File: src/rtl/controlador_execucao.sv
// Host-side Run/Done sequencer: single-step, run-N and free-run execution with stop requests.
// Optional Done watchdog and ERROR state are built only when WATCHDOG_EN is defined.
module controlador_execucao #(
    parameter int CNT_W   = 16,
    parameter int TIMEOUT = 15
) (
    input  logic             Clock,
    input  logic             Resetn,
    input  logic             Start,
    input  logic             Stop,
    input  logic             Clear,
    input  logic [1:0]       Mode,
    input  logic [CNT_W-1:0] Count_N,
    input  logic             Done,
    output logic             Run,
    output logic             Busy,
    output logic             Halted,
    output logic             Timeout_err,
    output logic [CNT_W-1:0] Instr_count,
    output logic [CNT_W-1:0] Cycle_count
);

    localparam logic [1:0] S_IDLE    = 2'd0;
    localparam logic [1:0] S_RUNNING = 2'd1;
    localparam logic [1:0] S_HALT    = 2'd2;
    localparam logic [1:0] S_ERROR   = 2'd3;

    localparam logic [1:0] M_STEP  = 2'b00;
    localparam logic [1:0] M_RUN_N = 2'b01;
    localparam logic [1:0] M_FREE  = 2'b10;

    // The watchdog is 8 bits wide; TIMEOUT outside 1..255 leaves this marker block elaborated.
    if (TIMEOUT < 1 || TIMEOUT > 255) begin : g_timeout_out_of_range
    end

    logic [1:0]       state, state_d;
    logic [1:0]       mode_q, mode_d;
    logic [CNT_W-1:0] remaining, remaining_d;
    logic             stop_pending, stop_pending_d;
    logic [CNT_W-1:0] instr_d, cycle_d;
    logic             halt_now;

`ifdef WATCHDOG_EN
    logic [7:0] watchdog, watchdog_d, watchdog_inc;
    assign watchdog_inc = watchdog + 8'd1;
`endif

    assign halt_now = (mode_q == M_STEP)
                   || (mode_q == M_RUN_N && remaining == CNT_W'(1))
                   || stop_pending || Stop;

    always_comb begin
        state_d        = state;
        mode_d         = mode_q;
        remaining_d    = remaining;
        stop_pending_d = stop_pending;
        instr_d        = Instr_count;
        cycle_d        = Cycle_count;
`ifdef WATCHDOG_EN
        watchdog_d     = watchdog;
`endif
        case (state)
            S_IDLE, S_HALT: begin
                if (Clear && state == S_HALT) begin
                    state_d = S_IDLE;
                end else if (Start && !Stop) begin
                    mode_d         = (Mode == M_RUN_N || Mode == M_FREE) ? Mode : M_STEP;
                    remaining_d    = (Mode == M_RUN_N) ? Count_N : CNT_W'(1);
                    stop_pending_d = 1'b0;
`ifdef WATCHDOG_EN
                    watchdog_d     = '0;
`endif
                    state_d = (Mode == M_RUN_N && Count_N == '0) ? S_HALT : S_RUNNING;
                end
            end
            S_RUNNING: begin
                if (Cycle_count != '1) cycle_d = Cycle_count + CNT_W'(1);
                if (Done) begin
                    if (Instr_count != '1) instr_d = Instr_count + CNT_W'(1);
                    if (remaining != '0) remaining_d = remaining - CNT_W'(1);
`ifdef WATCHDOG_EN
                    watchdog_d = '0;
`endif
                    if (halt_now) begin
                        state_d        = S_HALT;
                        stop_pending_d = 1'b0;
                    end
                end else begin
                    if (Stop) stop_pending_d = 1'b1;
`ifdef WATCHDOG_EN
                    if (watchdog_inc == 8'(TIMEOUT)) state_d = S_ERROR;
                    else                             watchdog_d = watchdog_inc;
`endif
                end
            end
            S_ERROR: begin
                if (Clear) state_d = S_IDLE;
            end
            default: state_d = S_IDLE;
        endcase
        // Clear in RUNNING zeroes the counters but leaves the in-flight sequence alone.
        if (Clear) begin
            instr_d        = '0;
            cycle_d        = '0;
            stop_pending_d = 1'b0;
        end
    end

    always_ff @(posedge Clock or negedge Resetn) begin
        if (!Resetn) begin
            state        <= S_IDLE;
            mode_q       <= M_STEP;
            remaining    <= '0;
            stop_pending <= 1'b0;
            Instr_count  <= '0;
            Cycle_count  <= '0;
            Run          <= 1'b0;
            Busy         <= 1'b0;
            Halted       <= 1'b0;
        end else begin
            state        <= state_d;
            mode_q       <= mode_d;
            remaining    <= remaining_d;
            stop_pending <= stop_pending_d;
            Instr_count  <= instr_d;
            Cycle_count  <= cycle_d;
            Run          <= (state_d == S_RUNNING);
            Busy         <= (state_d == S_RUNNING);
            Halted       <= (state_d == S_HALT);
        end
    end

`ifdef WATCHDOG_EN
    always_ff @(posedge Clock or negedge Resetn) begin
        if (!Resetn) begin
            watchdog    <= '0;
            Timeout_err <= 1'b0;
        end else begin
            watchdog    <= watchdog_d;
            Timeout_err <= (state_d == S_ERROR);
        end
    end
`else
    assign Timeout_err = 1'b0;
`endif

endmodule

File: config.mk
export PLATFORM = sky130hd
export DESIGN_NAME = controlador_execucao
export DESIGN_NICKNAME = d
export VERILOG_FILES = /design/src/rtl/controlador_execucao.sv
export SDC_FILE = /design/constraint.sdc
export NUM_CORES = 1
export LEC_CHECK = 0
export CAP_MARGIN = 5
export CORE_MARGIN = 5
export CORE_UTILIZATION = 57
export CTS_CLUSTER_DIAMETER = 40
export DETAILED_ROUTE_END_ITERATION = 8
export GPL_TIMING_DRIVEN = 0
export PLACE_DENSITY = 0.86
export RECOVER_POWER = 100
export REMOVE_ABC_BUFFERS = 1
export SLEW_MARGIN = 20
export SYNTH_ARGS = -nofsm -noshare
export SYNTH_HDL_FRONTEND = slang
export SYNTH_SLANG_ARGS = --single-unit
File: constraint.sdc
create_clock -name Clock -period 4 [get_ports Clock]
set_input_delay 0.6 -clock Clock [delete_from_list [all_inputs] [get_ports Clock]]
set_output_delay 0.6 -clock Clock [all_outputs]
set_load 0.05 [all_outputs]
After elaboration in Yosys (flattened, before gate mapping)
Cells that the tools add are included.
{"block": "word_totals", "output_inout_bits": 36, "inputBits": 24, "wordCells": 84, "regBits": 55}
{"block": "op_classes", "muxes": 28, "reduce_logical": 25, "bitwise": 1, "n_eq_ne": 19, "add_sub_neg": 3}
{"operator": "$mux W16", "n": 12}
{"operator": "$add A16 B1 Y16 const B", "n": 2}
{"operator": "$ne A16 B16 Y1 const B", "n": 2}
{"operator": "$pmux W16 S2", "n": 1}
{"operator": "$eq A16 B1 Y1 const B", "n": 1}
{"operator": "$logic_not A16 Y1", "n": 1}
{"operator": "$reduce_bool A16 Y1", "n": 1}
{"operator": "$sub A16 B1 Y16 const B", "n": 1}
{"operator": "$mux W2", "n": 7}
{"operator": "$reduce_and A5 Y1", "n": 2}
{"operator": "$reduce_bool A2 Y1", "n": 5}
{"operator": "$eq A2 B1 Y1 const B", "n": 4}
{"operator": "$eq A2 B2 Y1 const B", "n": 4}
{"operator": "$ne A2 B2 Y1 const B", "n": 4}
{"operator": "$ne A4 B4 Y1 const B", "n": 2}
{"operator": "$mux W1", "n": 6}
{"operator": "$ne A3 B3 Y1 const B", "n": 2}
{"operator": "$pmux W2 S3", "n": 1}
{"operator": "$reduce_and A3 Y1", "n": 2}
{"operator": "$logic_and A1 B1 Y1", "n": 4}
{"operator": "$logic_not A2 Y1", "n": 2}
{"operator": "$logic_or A1 B1 Y1", "n": 4}
{"operator": "$reduce_bool A3 Y1", "n": 1}
{"operator": "$pmux W1 S2", "n": 1}
{"operator": "other kinds (4)", "n": 4}

Longest topological paths before layout
Gate-level depths: netlist of the first run.
{"block": "logic_depth", "ltp_word": 9, "ltp_mapped": 8, "mapped_depth_nobuf": 7}

Worst setup path after synthesis of the first run
No wires, ideal clock.
{"block": "synth_timing", "kind": "register to register", "start": "reg Instr_count[0]", "end": "reg Instr_count[4]", "required_time_ns": 3.868, "synth_period_minus_slack_ns": 2.078, "slack_ns": 1.922, "setup_ns": 0.132, "path_stages_with_launch": 8, "arrival_ns": 1.946, "path_buffers": 1, "cell_sequence": "dfrtp_1 -> ha_1 -> nand2_1 -> or3_1 -> clkbuf_1 -> o211ai_1 -> xor2_1 -> nor2_1"}
{"block": "synth_between", "elab_chain_len": 5, "word_cells_on_any_way": 8, "cone_classes": "1 x add/sub; 1 x eq/ne; 4 x mux; 2 x reduce/logical"}
{"element": "start, declared", "line_no": "19", "rtl": "output logic [CNT_W-1:0] Instr_count,"}
{"element": "start signal, assigned", "line_no": "125", "rtl": "Instr_count <= instr_d;"}
{"element": "$add A16 B1 Y16", "line_no": "79", "rtl": "if (Instr_count != '1) instr_d = Instr_count + CNT_W'(1);"}
{"element": "$mux W16", "line_no": "79"}
{"element": "$mux W16", "line_no": "78", "rtl": "if (Done) begin"}
{"element": "$mux W16", "line_no": "62", "rtl": "case (state)"}
{"element": "$mux W16", "line_no": "102", "rtl": "if (Clear) begin"}
Parallel ways exist; a longest one is shown, timed or not. The select of a mux whose other input is x is not followed.
A chain may end at the register's enable or synchronous reset.

Worst setup path after layout of the first run
{"block": "layout_timing", "start": "in Done", "end": "reg Instr_count[11]"}
{"block": "layout_between", "elab_chain_len": 2}
{"element": "start, declared", "line_no": "14", "rtl": "input logic Done,"}
{"element": "$reduce_bool A2 Y1 (no source line)"}
{"element": "$reduce_and A3 Y1 (no source line)"}
No other way between the ends.

==> results.sh, run 1 <==
export IMPL_cap_violations=0
export IMPL_ys_warn_count=0
export IMPL_grt_max_degree=56
export IMPL_globalRouteOverflowTotal=0
export IMPL_cts_tree="yes"
export IMPL_crit_path_start_kind="input pin"
export IMPL_rsz0062_at_grt="false"
export IMPL_vias=2901
export IMPL_slew_headroom=0.376
export IMPL_post_route_period_util=0.630
export IMPL_drt_first_pass_iters=5
export IMPL_first_iter_violations=204
export IMPL_final_hold_viol_count=0
export IMPL_cp_max_fo=6
export IMPL_path_clk_slew_ns=0.09
export IMPL_netlist_area_sq_mm=0.00320
export IMPL_grt_met3_usage=0.0437
export IMPL_synth_area_per_cell_sq_um=9.04
export IMPL_die_w_um=84.9
export IMPL_synth_async_reset_ratio=1.00
export IMPL_worstPathRequired_ns=4.17
export IMPL_synth_edf_count=0
export IMPL_cts_root_buffer="clkbuf_8"
export IMPL_start_util=0.585
export IMPL_wl_per_cell_um=15.8
export IMPL_yosysUniqueCellTypes=57
export IMPL_finalSetupTns_ns=0
export IMPL_finalCriticalPeriod_ns=2.52
export IMPL_ant_nets=0
export IMPL_dieArea_sq_mm=0.00721
export IMPL_status="finished, final reports clean"
export IMPL_clkSinkCount=55
export IMPL_design_portCount=60
export IMPL_layout_common_cells="dfrtp_1 (55), nor2_1 (44), dlygate4sd3_1 (38)"
export IMPL_layout_commonest_cell="dfrtp_1"
export IMPL_fin_nets=431
export IMPL_tightest_slew_ns=0.933
export IMPL_finClkSkew_ns=0.00546
export IMPL_vias_per_cell=6.11
export IMPL_criticalPathCategory="in -> reg"
export IMPL_synth_seq_cells=55
export IMPL_coreArea_sq_mm=0.00547
export IMPL_area_growth_pct=20.1
export IMPL_gp_congestion=0.909
export IMPL_drive_above_1_share=0.0447
export IMPL_cts_path_max_buffers=2
export IMPL_insertedDiodeCount=0
export IMPL_postCtsSetupRepairBufs=0
export IMPL_grt_busiest_layer="met2"
export IMPL_use_met2=0.366
export IMPL_track_usage=0.209
export IMPL_hold_buffers=0
export IMPL_cts_buffers=5
export IMPL_yosysSeqAreaShare=0.430
export IMPL_p_per_area_mw_per_mm2=476
export IMPL_fmax_mhz=397
export IMPL_antenna_found_initial=0
export IMPL_min_path_type="in -> async"
export IMPL_portBuffers=58
export IMPL_std_cell_rows=27
export IMPL_die_h_um=84.9
export IMPL_fillers=457
export IMPL_ir_worst_vdd_v=0.000337
export IMPL_dp_hpwl_um=5430
export IMPL_grt_pass1_wl_um=12600
export IMPL_critical_path_arrival_ns=2.69
export IMPL_leakage_nw=1.65
export IMPL_first_global_vias=2809
export IMPL_cts_resized=0
export IMPL_grt_util_met1=0.258
export IMPL_slew_viol_final=0
export IMPL_syn_inst=354
export IMPL_drc_errors=0
export IMPL_crit_path_end_kind="flop"
export IMPL_finalWirelength_um=7480
export IMPL_cts_max_level=2
export IMPL_synth_main_ff_cell="dfrtp_1"
export IMPL_setup_violations=0
export IMPL_whs_ns=0.321
export IMPL_clkLatencyLatePin_ns=0.31
## Yosys cell counts (all sizes together), types with 3 or more instances
cell,count,area share
ha,5,0.020
xnor2,15,0.041
xor2,8,0.022
nand4,10,0.021
mux2i,4,0.013
a21oi,29,0.047
nand2b,5,0.0098
inv,10,0.012
clkbuf,10,0.012
nand2,19,0.022
and4,4,0.011
a32oi,3,0.0082
dfrtp,55,0.43
a31oi,3,0.0059
and2,3,0.0059
and3,5,0.0098
a22oi,8,0.019
o21ai,31,0.048
nand3,11,0.017
nor3,13,0.022
a211oi,5,0.013
nor2,44,0.052
or3,4,0.0078
o21bai,3,0.0070
nor4,13,0.039
buf,7,0.015
## power breakdown
group	internal, W	switching [W]	leakage [nW]
Sequential	0.000669	0.000139	0.743
Combinational	0.000259	0.000466	0.860
Clock	0.000123	0.000171	0.0422
Total	0.00105	0.000776	1.65
## worst max-delay path, stage by stage
cell and delay [ns]:
dlygate4sd3_1 0.58, nand3b_1 0.23, nor4_1 0.75, and4bb_2 0.36, xnor2_1 0.11, nor2_1 0.05
## area by class of cell
cell class	instances	area (sq um)	share of cell area
timing repair buffer	58	573	0.149
sequential	55	1380	0.358
clock inverter	1	5.00	0.00130
tap	72	90.1	0.0234
inverter	10	37.5	0.00977
clock buffer	7	76.3	0.0199
multi-input combinational	272	1680	0.438
## logic make-up after synthesis
| kind of cell | count (synthesis) | share of synthesized area |
|---|---|---|
| AO/OA/AOI/OAI | 95 | 0.182 |
| XOR/XNOR | 23 | 0.0629 |
| adder cells (fa/ha/maj) | 5 | 0.0195 |
| buffers and inverters | 27 | 0.0383 |
| flip-flops | 55 | 0.430 |
| multiplexers | 4 | 0.0125 |
| other | 1 | 0.00117 |
| AND/OR/NAND/NOR | 144 | 0.254 |
## through the flow
step                worst slack [ns]  area, sq um  power (W)  cells  utilization
floorplan                       1.98         3120    0.00131    337            -
detailed placement              1.21         3780    0.00155    467        0.690
global route                    1.37         3840    0.00196    475        0.702
finish                          1.48         3840    0.00183    475        0.702
global placement               0.459         3790    0.00152    467        0.692
CTS                             1.57         3860    0.00185    475        0.705
## worst paths after layout
kind                                  startpoint                          end  slack, ns  cells past startpoint
min reg2reg                mode_q[1]$_DFFE_PN0P_        mode_q[1]$_DFFE_PN0P_       0.48                      2
min in group Clock         mode_q[1]$_DFFE_PN0P_        mode_q[1]$_DFFE_PN0P_       0.48                      2
max                                         Done  Instr_count[11]$_DFFE_PN0P_       1.48                      6
max reg2reg                   state[0]$_DFF_PN0_   Cycle_count[8]$_DFFE_PN0P_       1.62                      5
max in group asynchronous                 Resetn        mode_q[0]$_DFFE_PN0P_       3.21                      1
min                                       Resetn   Instr_count[3]$_DFFE_PN0P_       0.32                      1
## per-layer routing
metal | up-vias | part of all wire
met4 | 0 | 0.015
met2 | 113 | 0.49
met1 | 1391 | 0.44
met3 | 11 | 0.060
met5 | - | 0
li1 | 1386 | -
## registers in the layout, summed over array words and instances (netlist names)
name          flops
mode_q            2
stop_pending      1
state             2
Cycle_count      16
Halted            1
Instr_count      16
Busy              1
remaining        16
No activity file was read; power rests on OpenSTA's default activity.
==> run 2: changes to the inputs <==
- CORE_UTILIZATION: 57 -> 52
- PLACE_DENSITY: 0.86 -> 0.8
- clock period: 4 -> 2.4 ns (I/O delays scaled with it)
==> run 2 against run 1 <==
  * Sequential cell count unchanged
  * Wire length increased by 0.39%
  * Worst setup slack got worse by 1.3 ns
  * Highest routed layer unchanged
  * Sequential share of layout area decreased by 0.23 points
  * Sequential power increased by 67%
  * Largest cell class unchanged
  * Combinational power increased by 66%
  * Via count increased by 0.52%
  * Count of clock-buffer cells in the layout decreased by 1
==> results.sh, run 2 (synthesized netlist as in run 1, its figures left out) <==
export IMPL_vias_per_cell=6.11
export IMPL_clkLatencyLatePin_ns=0.30
export IMPL_design_portCount=60
export IMPL_cts_buffers=5
export IMPL_critPathLaunch="remaining[5]$_DFFE_PN0P_"
export IMPL_criticalPathCategory="reg -> reg"
export IMPL_grt_pass1_wl_um=12400
export IMPL_area_growth_pct=20.8
export IMPL_cts_root_buffer="clkbuf_8"
export IMPL_vias=2916
export IMPL_cap_violations=0
export IMPL_dieArea_sq_mm=0.00782
export IMPL_hold_buffers=0
export IMPL_antenna_found_initial=0
export IMPL_top_regs="Cycle_count (16), Instr_count (16), remaining (16)"
export IMPL_fmax_mhz=452
export IMPL_grt_max_degree=56
export IMPL_place_inst=470
export IMPL_track_usage=0.198
export IMPL_portBuffers=58
export IMPL_timing_rr_start="remaining[5]$_DFFE_PN0P_"
export IMPL_setup_violations=0
export IMPL_first_iter_violations=241
export IMPL_layout_commonest_cell="dfrtp_1"
export IMPL_slew_headroom=0.0951
export IMPL_dp_hpwl_um=5360
export IMPL_clkSinkCount=55
export IMPL_std_cell_rows=28
export IMPL_layout_common_cells="dfrtp_1 (55), nor2_1 (44), dlygate4sd3_1 (37)"
export IMPL_gp_congestion=0.915
export IMPL_drc_errors=0
export IMPL_tightest_slew_ns=1.36
export IMPL_path_clk_slew_ns=0.10
export IMPL_finalSetupTns_ns=0
export IMPL_r2r_setup_slack_ns=0.19
export IMPL_rsz0062_at_grt="false"
export IMPL_fin_nets=431
export IMPL_start_util=0.537
export IMPL_status="finished, final reports clean"
export IMPL_drive_above_1_share=0.0522
export IMPL_r2r_end="remaining[0]$_DFFE_PN0P_"
export IMPL_min_path_type="in -> async"
export IMPL_slew_viol_final=0
export IMPL_crit_path_end="remaining[0]$_DFFE_PN0P_"
export IMPL_ir_worst_vdd_v=0.000428
export IMPL_cts_tree="yes"
export IMPL_die_w_um=88.5
export IMPL_coreArea_sq_mm=0.00596
export IMPL_cts_path_max_buffers=2
export IMPL_cp_max_fo=32
export IMPL_post_route_period_util=0.921
export IMPL_cts_max_level=2
export IMPL_critical_path_arrival_ns=2.43
export IMPL_p_per_area_mw_per_mm2=795
export IMPL_wl_per_cell_um=15.8
export IMPL_worstPathRequired_ns=2.62
export IMPL_crit_path_start_kind="flop"
export IMPL_insertedDiodeCount=0
export IMPL_finClkSkew_ns=0.00436
export IMPL_final_hold_viol_count=0
export IMPL_die_h_um=88.5
export IMPL_finalWirelength_um=7510
export IMPL_rr_worst_depth=5
export IMPL_crit_path_end_kind="flop"
export IMPL_drt_first_pass_iters=5
export IMPL_finalCriticalPeriod_ns=2.21
export IMPL_globalRouteOverflowTotal=0
export IMPL_ant_nets=0
export IMPL_leakage_nw=1.65
export IMPL_final_cells=477
export IMPL_first_global_vias=2755
[run 2: cell type report]
class	count	area (sq um)
multi-input combinational	272	1700
clock buffer	6	82.6
timing repair buffer	58	571
inverter	10	37.5
tap	75	93.8
clock inverter	1	5.00
sequential	55	1380
fill	510	2090
[run 2: metrics by stage]
step                      utilization  worst slack [ns]  instance area [sq um]  hold WS [ns]  total power [W]
after floorplan                     -             0.380                   3120        0.0644          0.00219
after global placement          0.636            -0.923                   3790         0.459          0.00253
after detailed placement        0.635            -0.150                   3780         0.452          0.00256
after CTS                       0.650            0.0228                   3870         0.115          0.00310
after global routing            0.649            0.0431                   3870         0.463          0.00328
final                           0.649             0.189                   3870         0.346          0.00307
[run 2: where the power goes]
part / total [W] / leakage (nW) / switching, W / internal (W)
registers: 0.00135 / 0.743 / 0.000237 / 0.00111
logic: 0.00120 / 0.855 / 0.000768 / 0.000432
clock network: 0.000522 / 0.0470 / 0.000294 / 0.000227
[run 2: what timing repair did]
item | 4_1_cts | 5_1_grt
endpoints found under the hold margin | 0 | 0
setup endpoints to repair | 0 | 6
resized for setup | 0 | 2
setup buffers | 0 | 0
[run 2: worst min-delay path by stage]
| stage | cells past startpoint | endpoint | slack, ns |
|---|---|---|---|
| floorplan | 0 | Busy$_DFF_PN0_ | 0.06 |
| global placement | 2 | mode_q[1]$_DFFE_PN0P_ | 0.46 |
| detailed placement | 1 | Instr_count[3]$_DFFE_PN0P_ | 0.45 |
| CTS | 1 | Instr_count[3]$_DFFE_PN0P_ | 0.11 |
| global route | 1 | Instr_count[3]$_DFFE_PN0P_ | 0.46 |
| finish | 1 | Instr_count[3]$_DFFE_PN0P_ | 0.35 |
[run 2: metal layers]
layer / up-vias / routed length, um / GRT usage
met5: - / 0 / 0
met4: 0 / 98 / 0.0742
met3: 11 / 548 / 0.0372
met2: 112 / 3770 / 0.344
met1: 1402 / 3100 / 0.244
li1: 1391 / - / -
[run 2: worst max-delay path, cell delays in order, from the launching register on]
cell and delay, ns:
dfrtp_1 0.49, nor4_4 0.40, nand4_1 0.25, a21oi_4 0.62
nor3_1 0.13, a211oi_2 0.23
